<file path="src/rtl/fft_seq_if.sv">
// fft_seq_if
//   Handshake and memory-control bundle between the host/datapath side and
//   the FFT sequencer.
//   master : host side -- drives start/valid, observes sequencer outputs
//   slave  : sequencer side (fft_seq_ctrl)
//   Signals:
//     start, valid            frame request / input sample valid
//     busy, done              frame in progress / one-cycle end-of-frame pulse
//     load_we, load_addr      natural-order sample write to port A
//     rd_en, rd_addr_a/b      butterfly or unload read on both ports
//     wr_en, wr_addr_a/b      butterfly write-back on both ports
//     tw_addr, stage          twiddle index and stage, aligned with rd_en
//     out_valid               result pair valid on the SRAM outputs
interface fft_seq_if #(
    parameter int N_LOG2 = 6
);
    logic              start;
    logic              valid;
    logic              busy;
    logic              load_we;
    logic [N_LOG2-1:0] load_addr;
    logic              rd_en;
    logic [N_LOG2-1:0] rd_addr_a;
    logic [N_LOG2-1:0] rd_addr_b;
    logic              wr_en;
    logic [N_LOG2-1:0] wr_addr_a;
    logic [N_LOG2-1:0] wr_addr_b;
    logic [N_LOG2-2:0] tw_addr;
    logic [3:0]        stage;
    logic              out_valid;
    logic              done;

    modport master (
        output start, valid,
        input  busy, load_we, load_addr, rd_en, rd_addr_a, rd_addr_b,
               wr_en, wr_addr_a, wr_addr_b, tw_addr, stage, out_valid, done
    );

    modport slave (
        input  start, valid,
        output busy, load_we, load_addr, rd_en, rd_addr_a, rd_addr_b,
               wr_en, wr_addr_a, wr_addr_b, tw_addr, stage, out_valid, done
    );
endinterface

</file>
<file path="src/rtl/fft_seq_ctrl.sv">
// fft_seq_ctrl
//   Sequencer for an in-place radix-2 DIF FFT built around a dual-port SRAM.
//   Per frame: load N natural-order samples, run log2(N) stages of N/2
//   butterflies, then read the bit-reversed result out two bins per cycle.
//   Ports:
//     clk   clock, rising edge
//     rst   synchronous active-high reset, priority over everything
//     bus   fft_seq_if.slave: start/valid in; memory addresses, strobes,
//           twiddle index, stage, out_valid, busy, done out
//   Parameters:
//     N_LOG2  log2 of transform length
//     BF_LAT  cycles from butterfly read issue to result ready for write-back
//
//   state     | meaning
//   ----------+-----------------------------------------------------------
//   S_IDLE    | waiting for start
//   S_LOAD    | writing streamed samples, one per valid cycle
//   S_COMPUTE | issuing butterflies; gap_q marks the BF_LAT-cycle barrier
//   S_UNLOAD  | bit-reversed read-out; gap_q marks the final out_valid cycle
//   S_FIN     | one-cycle done pulse
module fft_seq_ctrl #(
    parameter int N_LOG2 = 6,
    parameter int BF_LAT = 3
) (
    input  logic      clk,
    input  logic      rst,
    fft_seq_if.slave  bus
);
    localparam int KW = N_LOG2 - 1;
    localparam int GW = (BF_LAT > 1) ? $clog2(BF_LAT) : 1;

    localparam logic [N_LOG2-1:0] LOAD_LAST = '1;
    localparam logic [KW-1:0]     K_LAST    = '1;
    localparam logic [3:0]        STG_LAST  = 4'(N_LOG2 - 1);
    localparam logic [GW-1:0]     GAP_INIT  = GW'(BF_LAT - 1);

    typedef enum logic [2:0] {
        S_IDLE,
        S_LOAD,
        S_COMPUTE,
        S_UNLOAD,
        S_FIN
    } state_t;

    state_t            state_q, state_d;
    logic [N_LOG2-1:0] cnt_q, cnt_d;
    logic [KW-1:0]     k_q, k_d;
    logic [3:0]        stage_q, stage_d;
    logic              gap_q, gap_d;
    logic [GW-1:0]     gap_cnt_q, gap_cnt_d;
    logic              last_q, last_d;
    logic              ov_q;

    logic              issue;
    logic              unl_rd;
    logic              load_we;
    logic              rd_en;
    logic [N_LOG2-1:0] rd_a, rd_b;
    logic [KW-1:0]     tw;
    logic [3:0]        stage_o;
    logic              done;

    logic [BF_LAT-1:0] pipe_v;
    logic [N_LOG2-1:0] pipe_a [BF_LAT];
    logic [N_LOG2-1:0] pipe_b [BF_LAT];

    function automatic logic [N_LOG2-1:0] bitrev(input logic [N_LOG2-1:0] x);
        logic [N_LOG2-1:0] r;
        for (int i = 0; i < N_LOG2; i++) begin
            r[i] = x[N_LOG2-1-i];
        end
        return r;
    endfunction

    // Butterfly addressing: span = 2^sh, sh = N_LOG2-1-stage. The read-A
    // address is k with a zero inserted at bit sh (group*2*span + j), the
    // read-B address sets that bit, and the twiddle is j scaled by 2^stage.
    logic [3:0]        sh;
    logic [N_LOG2-1:0] kk, span, j, hi, bf_a, bf_b;
    logic [KW-1:0]     bf_tw;

    always_comb begin
        sh    = STG_LAST - stage_q;
        kk    = {1'b0, k_q};
        span  = N_LOG2'(1) << sh;
        j     = kk & (span - N_LOG2'(1));
        hi    = kk >> sh;
        bf_a  = (hi << (sh + 4'd1)) | j;
        bf_b  = bf_a | span;
        bf_tw = KW'(j << stage_q);
    end

    always_comb begin
        state_d   = state_q;
        cnt_d     = cnt_q;
        k_d       = k_q;
        stage_d   = stage_q;
        gap_d     = gap_q;
        gap_cnt_d = gap_cnt_q;
        last_d    = last_q;
        issue     = 1'b0;
        unl_rd    = 1'b0;
        load_we   = 1'b0;
        rd_en     = 1'b0;
        rd_a      = '0;
        rd_b      = '0;
        tw        = '0;
        stage_o   = '0;
        done      = 1'b0;

        case (state_q)
            S_IDLE: begin
                if (bus.start) begin
                    state_d   = S_LOAD;
                    cnt_d     = '0;
                    k_d       = '0;
                    stage_d   = '0;
                    gap_d     = 1'b0;
                    gap_cnt_d = '0;
                    last_d    = 1'b0;
                end
            end

            S_LOAD: begin
                if (bus.valid) begin
                    load_we = 1'b1;
                    cnt_d   = cnt_q + N_LOG2'(1);
                    if (cnt_q == LOAD_LAST) begin
                        state_d = S_COMPUTE;
                    end
                end
            end

            S_COMPUTE: begin
                stage_o = stage_q;
                if (!gap_q) begin
                    issue = 1'b1;
                    rd_en = 1'b1;
                    rd_a  = bf_a;
                    rd_b  = bf_b;
                    tw    = bf_tw;
                    k_d   = k_q + KW'(1);
                    if (k_q == K_LAST) begin
                        gap_d     = 1'b1;
                        gap_cnt_d = GAP_INIT;
                        // the barrier after the final stage doubles as the
                        // write-back drain before read-out
                        if (stage_q == STG_LAST) begin
                            last_d = 1'b1;
                        end else begin
                            stage_d = stage_q + 4'd1;
                        end
                    end
                end else if (gap_cnt_q != '0) begin
                    gap_cnt_d = gap_cnt_q - GW'(1);
                end else begin
                    gap_d = 1'b0;
                    if (last_q) begin
                        state_d = S_UNLOAD;
                        last_d  = 1'b0;
                        k_d     = '0;
                    end
                end
            end

            S_UNLOAD: begin
                if (!gap_q) begin
                    unl_rd = 1'b1;
                    rd_en  = 1'b1;
                    rd_a   = bitrev({k_q, 1'b0});
                    rd_b   = bitrev({k_q, 1'b1});
                    k_d    = k_q + KW'(1);
                    if (k_q == K_LAST) begin
                        gap_d = 1'b1;
                    end
                end else begin
                    gap_d   = 1'b0;
                    state_d = S_FIN;
                end
            end

            S_FIN: begin
                done    = 1'b1;
                state_d = S_IDLE;
            end

            default: begin
                state_d = S_IDLE;
            end
        endcase
    end

    always_ff @(posedge clk) begin
        if (rst) begin
            state_q   <= S_IDLE;
            cnt_q     <= '0;
            k_q       <= '0;
            stage_q   <= '0;
            gap_q     <= 1'b0;
            gap_cnt_q <= '0;
            last_q    <= 1'b0;
            ov_q      <= 1'b0;
            pipe_v    <= '0;
            for (int i = 0; i < BF_LAT; i++) begin
                pipe_a[i] <= '0;
                pipe_b[i] <= '0;
            end
        end else begin
            state_q   <= state_d;
            cnt_q     <= cnt_d;
            k_q       <= k_d;
            stage_q   <= stage_d;
            gap_q     <= gap_d;
            gap_cnt_q <= gap_cnt_d;
            last_q    <= last_d;
            ov_q      <= unl_rd;
            // only butterfly issues enter the write-back pipe; unload reads
            // must never produce a write
            pipe_v[0] <= issue;
            pipe_a[0] <= issue ? rd_a : '0;
            pipe_b[0] <= issue ? rd_b : '0;
            for (int i = 1; i < BF_LAT; i++) begin
                pipe_v[i] <= pipe_v[i-1];
                pipe_a[i] <= pipe_a[i-1];
                pipe_b[i] <= pipe_b[i-1];
            end
        end
    end

    assign bus.busy      = (state_q != S_IDLE);
    assign bus.load_we   = load_we;
    assign bus.load_addr = (state_q == S_LOAD) ? cnt_q : '0;
    assign bus.rd_en     = rd_en;
    assign bus.rd_addr_a = rd_a;
    assign bus.rd_addr_b = rd_b;
    assign bus.tw_addr   = tw;
    assign bus.stage     = stage_o;
    assign bus.wr_en     = pipe_v[BF_LAT-1];
    assign bus.wr_addr_a = pipe_a[BF_LAT-1];
    assign bus.wr_addr_b = pipe_b[BF_LAT-1];
    assign bus.out_valid = ov_q;
    assign bus.done      = done;
endmodule

</file>
<file path="src/flat_wrapper.sv">
// flat-port wrapper written by rule: the top's interface ports become plain ports
module fft_seq_ctrl_flat 
#(
    parameter int N_LOG2 = 6,
    parameter int BF_LAT = 3
)
  (clk, rst, bus_start, bus_valid, bus_busy, bus_load_we, bus_load_addr, bus_rd_en, bus_rd_addr_a, bus_rd_addr_b, bus_wr_en, bus_wr_addr_a, bus_wr_addr_b, bus_tw_addr, bus_stage, bus_out_valid, bus_done);
  fft_seq_if #(.N_LOG2(N_LOG2)) bus_i ();
  input  logic clk;
  input  logic rst;
  input wire logic [$bits(bus_i.start)-1:0] bus_start;
  input wire logic [$bits(bus_i.valid)-1:0] bus_valid;
  output wire logic [$bits(bus_i.busy)-1:0] bus_busy;
  output wire logic [$bits(bus_i.load_we)-1:0] bus_load_we;
  output wire logic [$bits(bus_i.load_addr)-1:0] bus_load_addr;
  output wire logic [$bits(bus_i.rd_en)-1:0] bus_rd_en;
  output wire logic [$bits(bus_i.rd_addr_a)-1:0] bus_rd_addr_a;
  output wire logic [$bits(bus_i.rd_addr_b)-1:0] bus_rd_addr_b;
  output wire logic [$bits(bus_i.wr_en)-1:0] bus_wr_en;
  output wire logic [$bits(bus_i.wr_addr_a)-1:0] bus_wr_addr_a;
  output wire logic [$bits(bus_i.wr_addr_b)-1:0] bus_wr_addr_b;
  output wire logic [$bits(bus_i.tw_addr)-1:0] bus_tw_addr;
  output wire logic [$bits(bus_i.stage)-1:0] bus_stage;
  output wire logic [$bits(bus_i.out_valid)-1:0] bus_out_valid;
  output wire logic [$bits(bus_i.done)-1:0] bus_done;
  assign bus_i.start = bus_start;
  assign bus_i.valid = bus_valid;
  assign bus_busy = bus_i.busy;
  assign bus_load_we = bus_i.load_we;
  assign bus_load_addr = bus_i.load_addr;
  assign bus_rd_en = bus_i.rd_en;
  assign bus_rd_addr_a = bus_i.rd_addr_a;
  assign bus_rd_addr_b = bus_i.rd_addr_b;
  assign bus_wr_en = bus_i.wr_en;
  assign bus_wr_addr_a = bus_i.wr_addr_a;
  assign bus_wr_addr_b = bus_i.wr_addr_b;
  assign bus_tw_addr = bus_i.tw_addr;
  assign bus_stage = bus_i.stage;
  assign bus_out_valid = bus_i.out_valid;
  assign bus_done = bus_i.done;
  fft_seq_ctrl #(.N_LOG2(N_LOG2), .BF_LAT(BF_LAT)) u_core (.clk(clk), .rst(rst), .bus(bus_i));
endmodule
</file>
<file path="config.mk">
export PLATFORM = sky130hd
export DESIGN_NAME = fft_seq_ctrl_flat
export DESIGN_NICKNAME = d
export VERILOG_FILES = /design/src/rtl/fft_seq_if.sv /design/src/rtl/fft_seq_ctrl.sv /design/src/flat_wrapper.sv
export SDC_FILE = /design/constraint.sdc
export NUM_CORES = 1
export LEC_CHECK = 0
export CAP_MARGIN = 25
export CORE_UTILIZATION = 23
export CTS_BUF_LIST = sky130_fd_sc_hd__clkbuf_4
export DETAILED_ROUTE_END_ITERATION = 7
export GPL_ROUTABILITY_DRIVEN = 0
export REMOVE_ABC_BUFFERS = 1
export SLEW_MARGIN = 10
export SYNTH_ARGS = -nofsm -noshare
export SYNTH_HDL_FRONTEND = slang
export SYNTH_SLANG_ARGS = --single-unit
</file>
<file path="constraint.sdc">
create_clock -name clk -period 11.3 [get_ports clk]
set_input_delay 2.26 -clock clk [delete_from_list [all_inputs] [get_ports clk]]
set_output_delay 2.26 -clock clk [all_outputs]
set_load 0.1 [all_outputs]
</file>
==> impl_metrics.toml, run 1 <==
[power_and_ir_drop]
powerDensity_nw_per_um2 = 107
power.leakage_nw = 1.40
ir_drop_uv = 43.5

[run_status]
status = "finished clean"

[finish]
finalInstanceArea_um2 = 4100
nets = 449
drive_above_1_share_pct = 6.86
final_util_pct = 28.2
areaGrowthSynthToFinish_pct = 20.1

[clocking]
cts_tree = "yes"
cts_sinks = 62
clk_pin_slew_ns = 0.11
clock_path_buffers = 2
clockRootBuffer = "clkbuf_4"
cts_setup_buffers = 0
ctsResizeCount = 0
clk_latency_ns = 0.42
h-tree-depth = 3
hold_buffers = 0
cts_buffers = 9

[timing]
final.period_utilization_pct = 66.2
timing.fmax_mhz = 134
rsz0062_at_grt = "no"
max-slew-margin-rel_pct = 30.8
finalHoldViolCount = 0
fin_skew_ns = 0.0140
worst_slew_pin_slew_ns = 1.03
maxSlewViolCount = 0
finalSetupTns_ns = 0
timing.hold.ws_ns = 0.447
period_needed_ns = 7.48
setup_slack_ns = 3.82
setup_viol = 0

[logic_synthesis]
synth-edff-count = 0
async_flop_share_pct = 0
netlist_instances = 413
synth_area_um2 = 3420
synth_ff_type = "dfxtp_1"
ys_seq_area_share_pct = 36.3
syn_avg_cell_area_um2 = 8.28
synth_common_cells = "dfxtp_1 (62), nor2_1 (37), nor2b_1 (32)"
yosys_warnings = 0
yosysTopAreaCellShare_pct = 36.3
synth_top_area_cell = "dfxtp_1"
synth_most_common_cell = "dfxtp_1"
synth_cell_types = 67
synth_seq_cells = 62
synth_area_leaders = "dfxtp_1 (36%), nor2b_1 (5.9%), ha_1 (4.8%), a21oi_1 (4.2%), nor2_1 (4.1%)"

[floorplan]
core_area_um2 = 14500
dieHeight_um = 124
start_util_pct = 23.5
dieArea_um2 = 15400
die-width_um = 124
rows = 44
io_pins = 49

[drt]
drt_wl_total_mm = 8.60
drt_drc_violations_left = 0
drt-wirelength-per-cell_um = 13.8
route.vias.total = 3001
vias_per_cell = 4.82
firstDrtPassIters = 4
final_antenna_net_count = 0
drt_iter0_markers = 288

[global_routing]
grt_max_degree = 46
grt_pass1_vias = 2772
gr-total-overflow = 0
grt_use_total_pct = 11.6
antenna_found_initial = 0
grt_pass1_wl_mm = 13.6

[placement]
placed_cell_area_um2 = 3910
place_ws_ns = 4.37
port_buffers = 48
hpwl_mm = 6.12

[worst_setup_path]
critical-path-top-delay-family = "buffers and inverters"
crit_required_ns = 9.04
cp_num_cells = 10
cp.arrival_ns = 5.22
startpoint_type = "flip-flop"
end_kind = "output port"
crit_chain = "inv_1, ha_1, nor2_1, nand2_1, ha_1, nor3b_1, o21ai_1, mux2_2, o32ai_1, clkdlybuf4s50_1"
r2r_setup_slack_ns = 7.72
slowest_stage = "clkdlybuf4s50_1"
cpMostUsedCell = "ha_1"
critical_path_class = "reg2out"
cp_slowest_stage_delay_ns = 1.21
critPathBufInv = 2
cp_max_fo = 22
r2r_cells = 10

[worst_hold_path]
holdCritPathClass = "reg2reg"
holdPathStages = 1

[job]
max_cap_violations = 0
==> cells in the final DEF (no fill, tap or decap), types with 3 or more instances in the layout <==
cell	count
nand2b_1	6
o21a_1	5
clkbuf_4	9
nor3_1	11
a211oi_1	4
dfxtp_1	62
nor2b_1	32
clkdlybuf4s50_1	48
a31oi_1	8
a21oi_1	29
o21bai_1	3
xnor2_1	7
and3_1	9
nor2_1	37
ha_1	13
nor4_1	3
nand2_1	29
nand3_1	11
bufinv_16	3
o21ai_0	16
o31ai_1	3
inv_1	9
nor4b_1	3
a41oi_1	3
mux2_2	3
a311oi_1	3
and2_1	13
==> final timing paths <==
kind,startpoint,end
setup / recovery,u_core.stage_q[1],bus_tw_addr[4]
hold / removal,u_core.pipe_a[0][11],u_core.pipe_a[0][17]
setup reg to reg,u_core.stage_q[1],u_core.pipe_b[0][1]
hold reg to reg,u_core.pipe_a[0][11],u_core.pipe_a[0][17]
==> per-layer routing <==
metal / GRT usage (%) / routed length (µm) / vias to the layer above
li1: - / - / 1485
met1: 13.9 / 3730 / 1399
met2: 18.4 / 4090 / 92
met3: 2.38 / 362 / 25
met4: 8.63 / 422 / 0
met5: 0 / 0 / -
==> power breakdown <==
group	total, mW	internal, mW	switching [mW]
Combinational	0.0170	0.00489	0.0121
Clock	0.200	0.113	0.0877
Sequential	0.221	0.219	0.00187
==> logic make-up (layout without fill, tap and decap cells) <==
| family | Yosys count | after routing | share of synthesized area [%] |
|---|---|---|---|
| and+or+nand+nor | 170 | 170 | 27.0 |
| muxes | 5 | 5 | 1.57 |
| other | 0 | 1 | 0 |
| adders and majority gates | 13 | 13 | 4.76 |
| AOI/OAI and AO/OA | 100 | 100 | 19.7 |
| buffers and inverters | 53 | 77 | 7.94 |
| DFF | 62 | 62 | 36.3 |
| xor gates and xnor gates | 10 | 10 | 2.78 |
==> stage by stage <==
stage / cells / power [mW]
2_1_floorplan: 371 / 0.235
3_3_place_gp: 605 / 0.243
3_5_place_dp: 605 / 0.243
4_1_cts: 621 / 0.443
5_1_grt: 621 / 0.457
6_report: 622 / 0.438
==> worst reg2reg max path, stage by stage, from the launching register on <==
cell and delay (ns):
dfxtp_1 0.83, inv_1 0.34, ha_1 0.58, nor2_1 0.37
nand2_1 0.18, ha_1 0.30, nand2b_1 0.19, o21ai_0 0.21
and2_1 0.20, a31oi_1 0.07, a21oi_1 0.23
==> cell type report <==
cell class	instances	area, µm²
inverter	11	41.3
clock buffer	9	67.6
clock inverter	7	120
tap	184	230
timing repair buffer	50	495
fill	1553	10400
antenna	1	2.50
multi-input combinational	298	1910
sequential	62	1240
==> state kept, by name, summed over array words and instances (netlist names) <==
name / flops
u_core.pipe_b: 18
u_core.stage_q: 4
u_core.pipe_v: 3
u_core.k_q: 5
u_core.gap_cnt_q: 2
u_core.pipe_a: 18
u_core.last_q: 1
u_core.gap_q: 1
u_core.cnt_q: 6
u_core.state_q: 3
u_core.bus.out_valid: 1
(Power assumes the default switching activity.)
==> run 2: changes to the inputs <==
==> constraint.sdc (replaced) <==
create_clock -name clk -period 7.5 [get_ports clk]
set_input_delay 1.5 -clock clk [delete_from_list [all_inputs] [get_ports clk]]
set_output_delay 1.5 -clock clk [all_outputs]
set_load 0.1 [all_outputs]
==> impl_metrics.toml, run 2 (synthesis results as in run 1) <==
[run_status]
status = "finished clean"

[power_and_ir_drop]
power.leakage_nw = 1.40
ir_drop_uv = 73.2
p_int_mw = 0.507
switching_share_pct = 22.7
comb_power_share_pct = 3.9
power_frac_seq_pct = 50.7
powerDensity_nw_per_um2 = 160
switchingPower_mw = 0.149
clockPowerShare_pct = 45.4

[timing]
period_needed_ns = 6.68
finalSetupTns_ns = 0
timing.fmax_mhz = 150
maxSlewViolCount = 0
final.period_utilization_pct = 89.0
rsz0062_at_grt = "no"
setup_viol = 0
fin_skew_ns = 0.00873
finalHoldViolCount = 0
worst_slew_pin_slew_ns = 0.980
max-slew-margin-rel_pct = 34.4

[floorplan]
dieArea_um2 = 15400
dieHeight_um = 124
die-width_um = 124
core_area_um2 = 14500
io_pins = 49
start_util_pct = 23.5
rows = 44

[clocking]
cts_tree = "yes"
clk_pin_slew_ns = 0.11
clock_path_buffers = 2
h-tree-depth = 3
cts_sinks = 62
ctsResizeCount = 0
cts_buffers = 9
cts_setup_buffers = 0
hold_buffers = 0
clk_latency_ns = 0.41
clockRootBuffer = "clkbuf_4"

[finish]
final_common_cell = "dfxtp_1"
drive_above_1_share_pct = 6.86
final_util_pct = 28.2
final_cell_mix = "dfxtp_1 (62), clkdlybuf4s50_1 (48), nor2_1 (37)"
nets = 449
largestRegisters = "u_core.pipe_a (18), u_core.pipe_b (18), u_core.cnt_q (6)"
fillers = 1523
areaGrowthSynthToFinish_pct = 20.1

[worst_hold_path]
hold_start = "u_core.pipe_b[0][0]"
holdCritPathClass = "reg2reg"

[drt]
drt_drc_violations_left = 0
final_antenna_net_count = 0
drt_wl_total_mm = 8.69
drt-wirelength-per-cell_um = 14.0
route.vias.total = 2995
drt_iter0_markers = 350
vias_per_cell = 4.82
firstDrtPassIters = 5

[global_routing]
grt_pass1_vias = 2739
grt_pass1_wl_mm = 13.9
grt_max_degree = 46
grt_use_total_pct = 11.6
antenna_found_initial = 0
gr-total-overflow = 0

[worst_setup_path]
end_kind = "output port"
startpoint_type = "flip-flop"
cp_max_fo = 22
worstSetupStartpoint = "u_core.stage_q[1]"
critical_path_class = "reg2out"
r2r_start = "u_core.stage_q[1]"
crit_required_ns = 6.00
cp.arrival_ns = 5.18

[placement]
hpwl_mm = 6.25
port_buffers = 48

[job]
max_cap_violations = 0
[run 2: path summary, 6_finish.rpt]
check	depth (start not counted)	end	slack (ns)
worst max-delay path	10	bus_tw_addr[4]	0.82
worst min-delay path	1	u_core.pipe_b[0][6]	0.44
worst max register to register	10	u_core.pipe_b[0][1]	3.90
worst min register to register	1	u_core.pipe_b[0][6]	0.44
[run 2: critical path, cell delays in order (launching register included)]
cell and delay (ns):
dfxtp_1 0.83, inv_1 0.34, ha_1 0.59, nor2_1 0.34, nand2_1 0.19, ha_1 0.30
nor3b_1 0.23, o21ai_1 0.15, mux2_2 0.30, o32ai_1 0.31, clkdlybuf4s50_1 1.20
[run 2: final cells by class]
type                       count  area, µm²  area share (%)
clock inverter                 7        121            2.96
tap                          184        230            5.61
antenna                        1       2.50          0.0610
clock buffer                   9       67.6            1.65
sequential                    62       1240            30.2
inverter                      11       41.3            1.01
timing repair buffer          50        495            12.1
multi-input combinational    298       1910            46.4
[run 2: through the flow]
step | worst slack (ns) | cells | instance area (µm²) | hold slack [ns] | power [mW]
after floorplan | 1.05 | 371 | 3190 | 0.414 | 0.355
after global placement | 1.44 | 605 | 3910 | 0.424 | 0.365
after detailed placement | 1.32 | 605 | 3910 | 0.422 | 0.366
after CTS | 0.829 | 621 | 4100 | 0.438 | 0.664
after global routing | 0.415 | 621 | 4100 | 0.441 | 0.682
final | 0.823 | 622 | 4110 | 0.440 | 0.656
[run 2: power by group through the flow]
| stage | clock network, mW | logic (mW) | registers [mW] |
|---|---|---|---|
| 2_1_floorplan | 0 | 0.0156 | 0.339 |
| 3_3_place_gp | 0 | 0.0256 | 0.340 |
| 3_5_place_dp | 0 | 0.0259 | 0.340 |
| 4_1_cts | 0.305 | 0.0259 | 0.332 |
| 5_1_grt | 0.321 | 0.0283 | 0.333 |
| 6_report | 0.298 | 0.0258 | 0.332 |
[run 2: layer usage]
metal | GRT usage, % | vias up | part of all wire, %
li1 | - | 1478 | -
met1 | 14.1 | 1411 | 42
met2 | 19.3 | 83 | 50
met3 | 2.34 | 23 | 4.9
met4 | 6.32 | 0 | 3.2
met5 | 0 | - | 0
==> patch 1 (settings of run 1) <==
`N_LOG2` is set to 6 in 3 places; all go to 5.
--- a/src/rtl/fft_seq_if.sv
+++ b/src/rtl/fft_seq_if.sv
@@ -14,3 +14,3 @@
 interface fft_seq_if #(
-    parameter int N_LOG2 = 6
+    parameter int N_LOG2 = 5
 );
--- a/src/rtl/fft_seq_ctrl.sv
+++ b/src/rtl/fft_seq_ctrl.sv
@@ -21,3 +21,3 @@
 module fft_seq_ctrl #(
-    parameter int N_LOG2 = 6,
+    parameter int N_LOG2 = 5,
     parameter int BF_LAT = 3
--- a/src/flat_wrapper.sv
+++ b/src/flat_wrapper.sv
@@ -3,3 +3,3 @@
 #(
-    parameter int N_LOG2 = 6,
+    parameter int N_LOG2 = 5,
     parameter int BF_LAT = 3
Ports: changed (6 resized); port bits go from 49 to 43. The function was not compared with the original's and may differ.
==> patch 1 against run 1 <==
Critical path depth up 2; worst setup slack improved by 0.0030 ns; first-iteration DRC count fell by 49%; critical path type unchanged; via count shrank 22%; synthesized area down 16%; sequential cell count decreased by 8; worst hold slack worse by 0.0061 ns; cell area is 18% lower; non-clock buffer count is 7 lower; routed wire length fell by 24%; sequential share of layout area rose by 1.7 points.
Power is not compared: it rests on default switching activity, and its combinational part moved more than twofold at a synthesized area within 25%.
==> patch 1: results <==
set metrics [dict create \
    hpwl_um 4850 \
    grt_max_degree 37 \
    yosysSeqAreaShare_pct 37.78 \
    synth_seq_cells 54 \
    outcome "finished clean" \
    regToRegSetupSlack_ns 7.83 \
    synth_cell_types 60 \
    route.vias.total 2331 \
    r2r_start "u_core.stage_q[0]" \
    drtIter0Drc 147 \
    sh_seq_area_pct 31.95 \
    grt_pass1_wl_um 10720 \
    clkLatencyLatePin_ns 0.38 \
    n_fill_cell 1296 \
    worstHoldStart "u_core.pipe_b[0][2]" \
    grt_use_total_pct 10.31 \
    worstPathMaxFanout 23 \
    nNonClkBuffers 43 \
    totalWireLength_um 6537 \
    skew_ns 0.01253 \
    antenna_cells 0 \
    numPortBuffers 42 \
    buffer_area_share_pct 12.65 \
    nets 367 \
    layout-drive-gt1-share_pct 6.818 \
    tightest_slew_ns 0.9793 \
    nMultiInputCombCells 236 \
    synth_commonest_cells "dfxtp_1, nor2b_1, a21oi_1" \
    multi_input_area_um2 1556 \
]
[patch 1: cell count changes in the layout (fill, tap and decap cells not counted), sizes merged, moves of 5 or more]
cell / before / now
a21oi: 29 / 23
and3: 9 / 4
clkdlybuf4s50: 48 / 42
dfxtp: 62 / 54
nand2: 29 / 15
nor2: 37 / 23
nor2b: 32 / 25
xnor2: 8 / 3
[patch 1: worst paths after layout]
| check | to | cells after the start |
|---|---|---|
| setup / recovery | bus_tw_addr[2] | 12 |
| hold / removal | u_core.pipe_b[0][7] | 1 |
| setup reg to reg | u_core.pipe_a[0][2] | 11 |
| hold reg to reg | u_core.pipe_b[0][7] | 1 |
[patch 1: per-layer routing]
metal	global-route usage (%)	vias to the layer above	part of all wire, %
met2	17.85	51	51
met3	1.435	8	2.8
met5	0	-	0
li1	-	1201	-
met1	13.01	1071	45
met4	3.772	0	1.7
[patch 1: kinds of logic (layout without fill, tap and decap cells)]
logic type,after synthesis,in the layout,share of synthesized area [%]
and+or+nand+nor,130,130,25.80
AOI/OAI and AO/OA,81,81,19.02
DFF,54,54,37.78
buffers and inverters,45,62,7.827
adders and majority gates,12,12,5.247
xor gates and xnor gates,7,7,2.143
muxes,6,6,2.186
[patch 1: power groups by stage]
stage          Clock, uW  Sequential (uW)  Combinational (uW)
2_1_floorplan          0              199                26.6
3_3_place_gp           0              200                35.8
3_5_place_dp           0              200                36.4
4_1_cts             97.1              196                36.5
5_1_grt              107              197                40.3
6_report            93.6              196                36.6
[patch 1: per-stage QoR]
stage                     instances  hold WS [ns]  utilization (%)  instance area (um^2)
final                           520        0.4411            28.05                  3383
after global routing            520        0.4390            28.05                  3383
after CTS                       520        0.4470            28.05                  3383
after detailed placement        512        0.4204            27.50                  3317
after global placement          512        0.4205            27.50                  3317
after floorplan                 301        0.4138                -                  2679
==> patch 2 (flow settings as in run 1) <==
Made on the original files. `k_q` and `stage_q` no longer have a reset.
--- a/src/rtl/fft_seq_ctrl.sv
+++ b/src/rtl/fft_seq_ctrl.sv
@@ -196,4 +196,2 @@
             cnt_q     <= '0;
-            k_q       <= '0;
-            stage_q   <= '0;
             gap_q     <= 1'b0;
@@ -210,4 +208,2 @@
             cnt_q     <= cnt_d;
-            k_q       <= k_d;
-            stage_q   <= stage_d;
             gap_q     <= gap_d;
@@ -227,2 +223,7 @@
         end
+    end
+
+    always_ff @(posedge clk) begin
+        k_q     <= k_d;
+        stage_q <= stage_d;
     end
Function: same outputs for any inputs over 10 cycles, from zero or initial values and one cycle with rst high; that may be too few to reach the edited logic, so the function may still have changed.
==> patch 2 against run 1 <==
The run now ends with design-rule violations left; cell area decreased by 0.64%; sequential cell count stayed put; non-clock buffer count is 1 lower; via count fell by 5.8%; count of clock-buffer cells in the layout up 2; first-iteration DRC count rose by 38%; global-route usage down 1.1 points; clock skew is 0.0041 ns lower; synthesized area rose by 1.8%; routed wire length decreased by 5.3%; core utilization decreased by 0.39 points; worst setup slack better by 0.43 ns.
Power is not compared: it rests on default switching activity, and its combinational part moved more than twofold at a synthesized area within 25%.
==> patch 2: results <==
set metrics [dict create \
    outcome "finished with violations" \
    violations "design-rule violations" \
    synth_cell_types 68 \
    drtIter0Drc 397 \
    synth_xor_area_share_pct 4.245 \
    final_cells 599 \
    post-route-drc-count 16 \
    grt_pass1_wl_um 13310 \
    synth.avg_cell_area_um2 9.082 \
    whs_endpoint "u_core.pipe_a[0][9]" \
    r2r_end "u_core.pipe_a[0][4]" \
    route.vias.total 2828 \
    grt_max_degree 38 \
    n_fill_cell 1541 \
    synth-edff-count 9 \
    totalWireLength_um 8146 \
    synth-compound-area-share_pct 17.37 \
    grt_pass1_vias 2634 \
    grt_use_total_pct 10.57 \
    r2r_start "u_core.stage_q[1]" \
    clkLatencyLatePin_ns 0.39 \
    layout-drive-gt1-share_pct 10.12 \
    worstPathMaxFanout 18 \
    dp_cells 583 \
    yosysSeqAreaShare_pct 38.27 \
    cp_slowest_stage_delay_ns 1.16 \
    hpwl_um 6077 \
    cp.arrival_ns 4.80 \
    ys_top_cells_by_area "dfxtp_1, edfxtp_1, nor2b_1" \
    skew_ns 0.009935 \
    placed_area_um2 3970 \
    drt_pass1_iterations 7 \
    reg2regPathDepth 8 \
    antenna_cells 0 \
    synth_commonest_cells "dfxtp_1, nor2_1, nand2_1, nor2b_1, a21oi_1" \
    regToRegSetupSlack_ns 7.98 \
    nets 427 \
    synthMuxAreaShare_pct 2.230 \
    ir_worst_vdd_mv 0.03083 \
]
## patch 2: cell type report
cell class	count	area, um^2	area share [%]
Clock buffer	11	82.58	2.025
Clock inverter	5	25.02	0.6137
Inverter	17	63.81	1.565
Multi-Input combinational cell	271	1857	45.54
Sequential cell	62	1331	32.65
Tap cell	184	230.2	5.646
Timing Repair Buffer	49	488.0	11.97
## patch 2: power by group
group	total [uW]	switching [uW]	internal, uW
Sequential	234	7.65	226
Combinational	56.3	36.7	19.7
Clock	126	77.1	48.6
Total	416	121	294
## patch 2: worst max path at each step
stage | start | end | depth (start not counted)
global route | u_core.stage_q[1] | bus_rd_addr_b[2] | 9
detailed placement | u_core.stage_q[1] | bus_rd_addr_b[2] | 9
CTS | u_core.stage_q[1] | bus_rd_addr_b[2] | 9
finish | u_core.stage_q[1] | bus_rd_addr_b[2] | 9
floorplan | u_core.state_q[1] | bus_tw_addr[0] | 4
global placement | u_core.stage_q[1] | bus_rd_addr_b[2] | 9
## patch 2: worst reg2reg max path: stages, from the launching register on
cell	delay (ns)
edfxtp_1	0.76
inv_1	0.26
ha_1	0.53
clkinv_1	0.30
ha_1	0.34
o21ai_0	0.50
a21oi_1	0.14
o211ai_1	0.24
a31oi_1	0.11
## patch 2: metal layers
layer | up-vias | track usage, % | routed length [um]
met4 | 0 | 4.089 | 107
met3 | 10 | 2.311 | 445
met5 | - | 0 | 0
met2 | 94 | 16.73 | 3780
met1 | 1343 | 14.00 | 3813
li1 | 1381 | - | -
## patch 2: cells by family (layout without fill, tap and decap cells)
| logic type | after synthesis | count (layout) |
|---|---|---|
| multiplexers | 7 | 7 |
| buffers and inverters | 50 | 82 |
| AO/OA/AOI/OAI | 79 | 79 |
| XOR/XNOR | 13 | 13 |
| AND/OR/NAND/NOR | 159 | 159 |
| flip-flops | 62 | 62 |
| adder cells (fa/ha/maj) | 13 | 13 |
## patch 2: stage by stage
step	worst slack [ns]	utilization [%]	hold WS, ns
finish	4.243	27.85	0.4370
global route	4.014	27.85	0.4531
CTS	4.286	27.85	0.4446
detailed placement	4.765	27.11	0.4204
global placement	4.924	27.11	0.4159
floorplan	4.778	-	0.4138
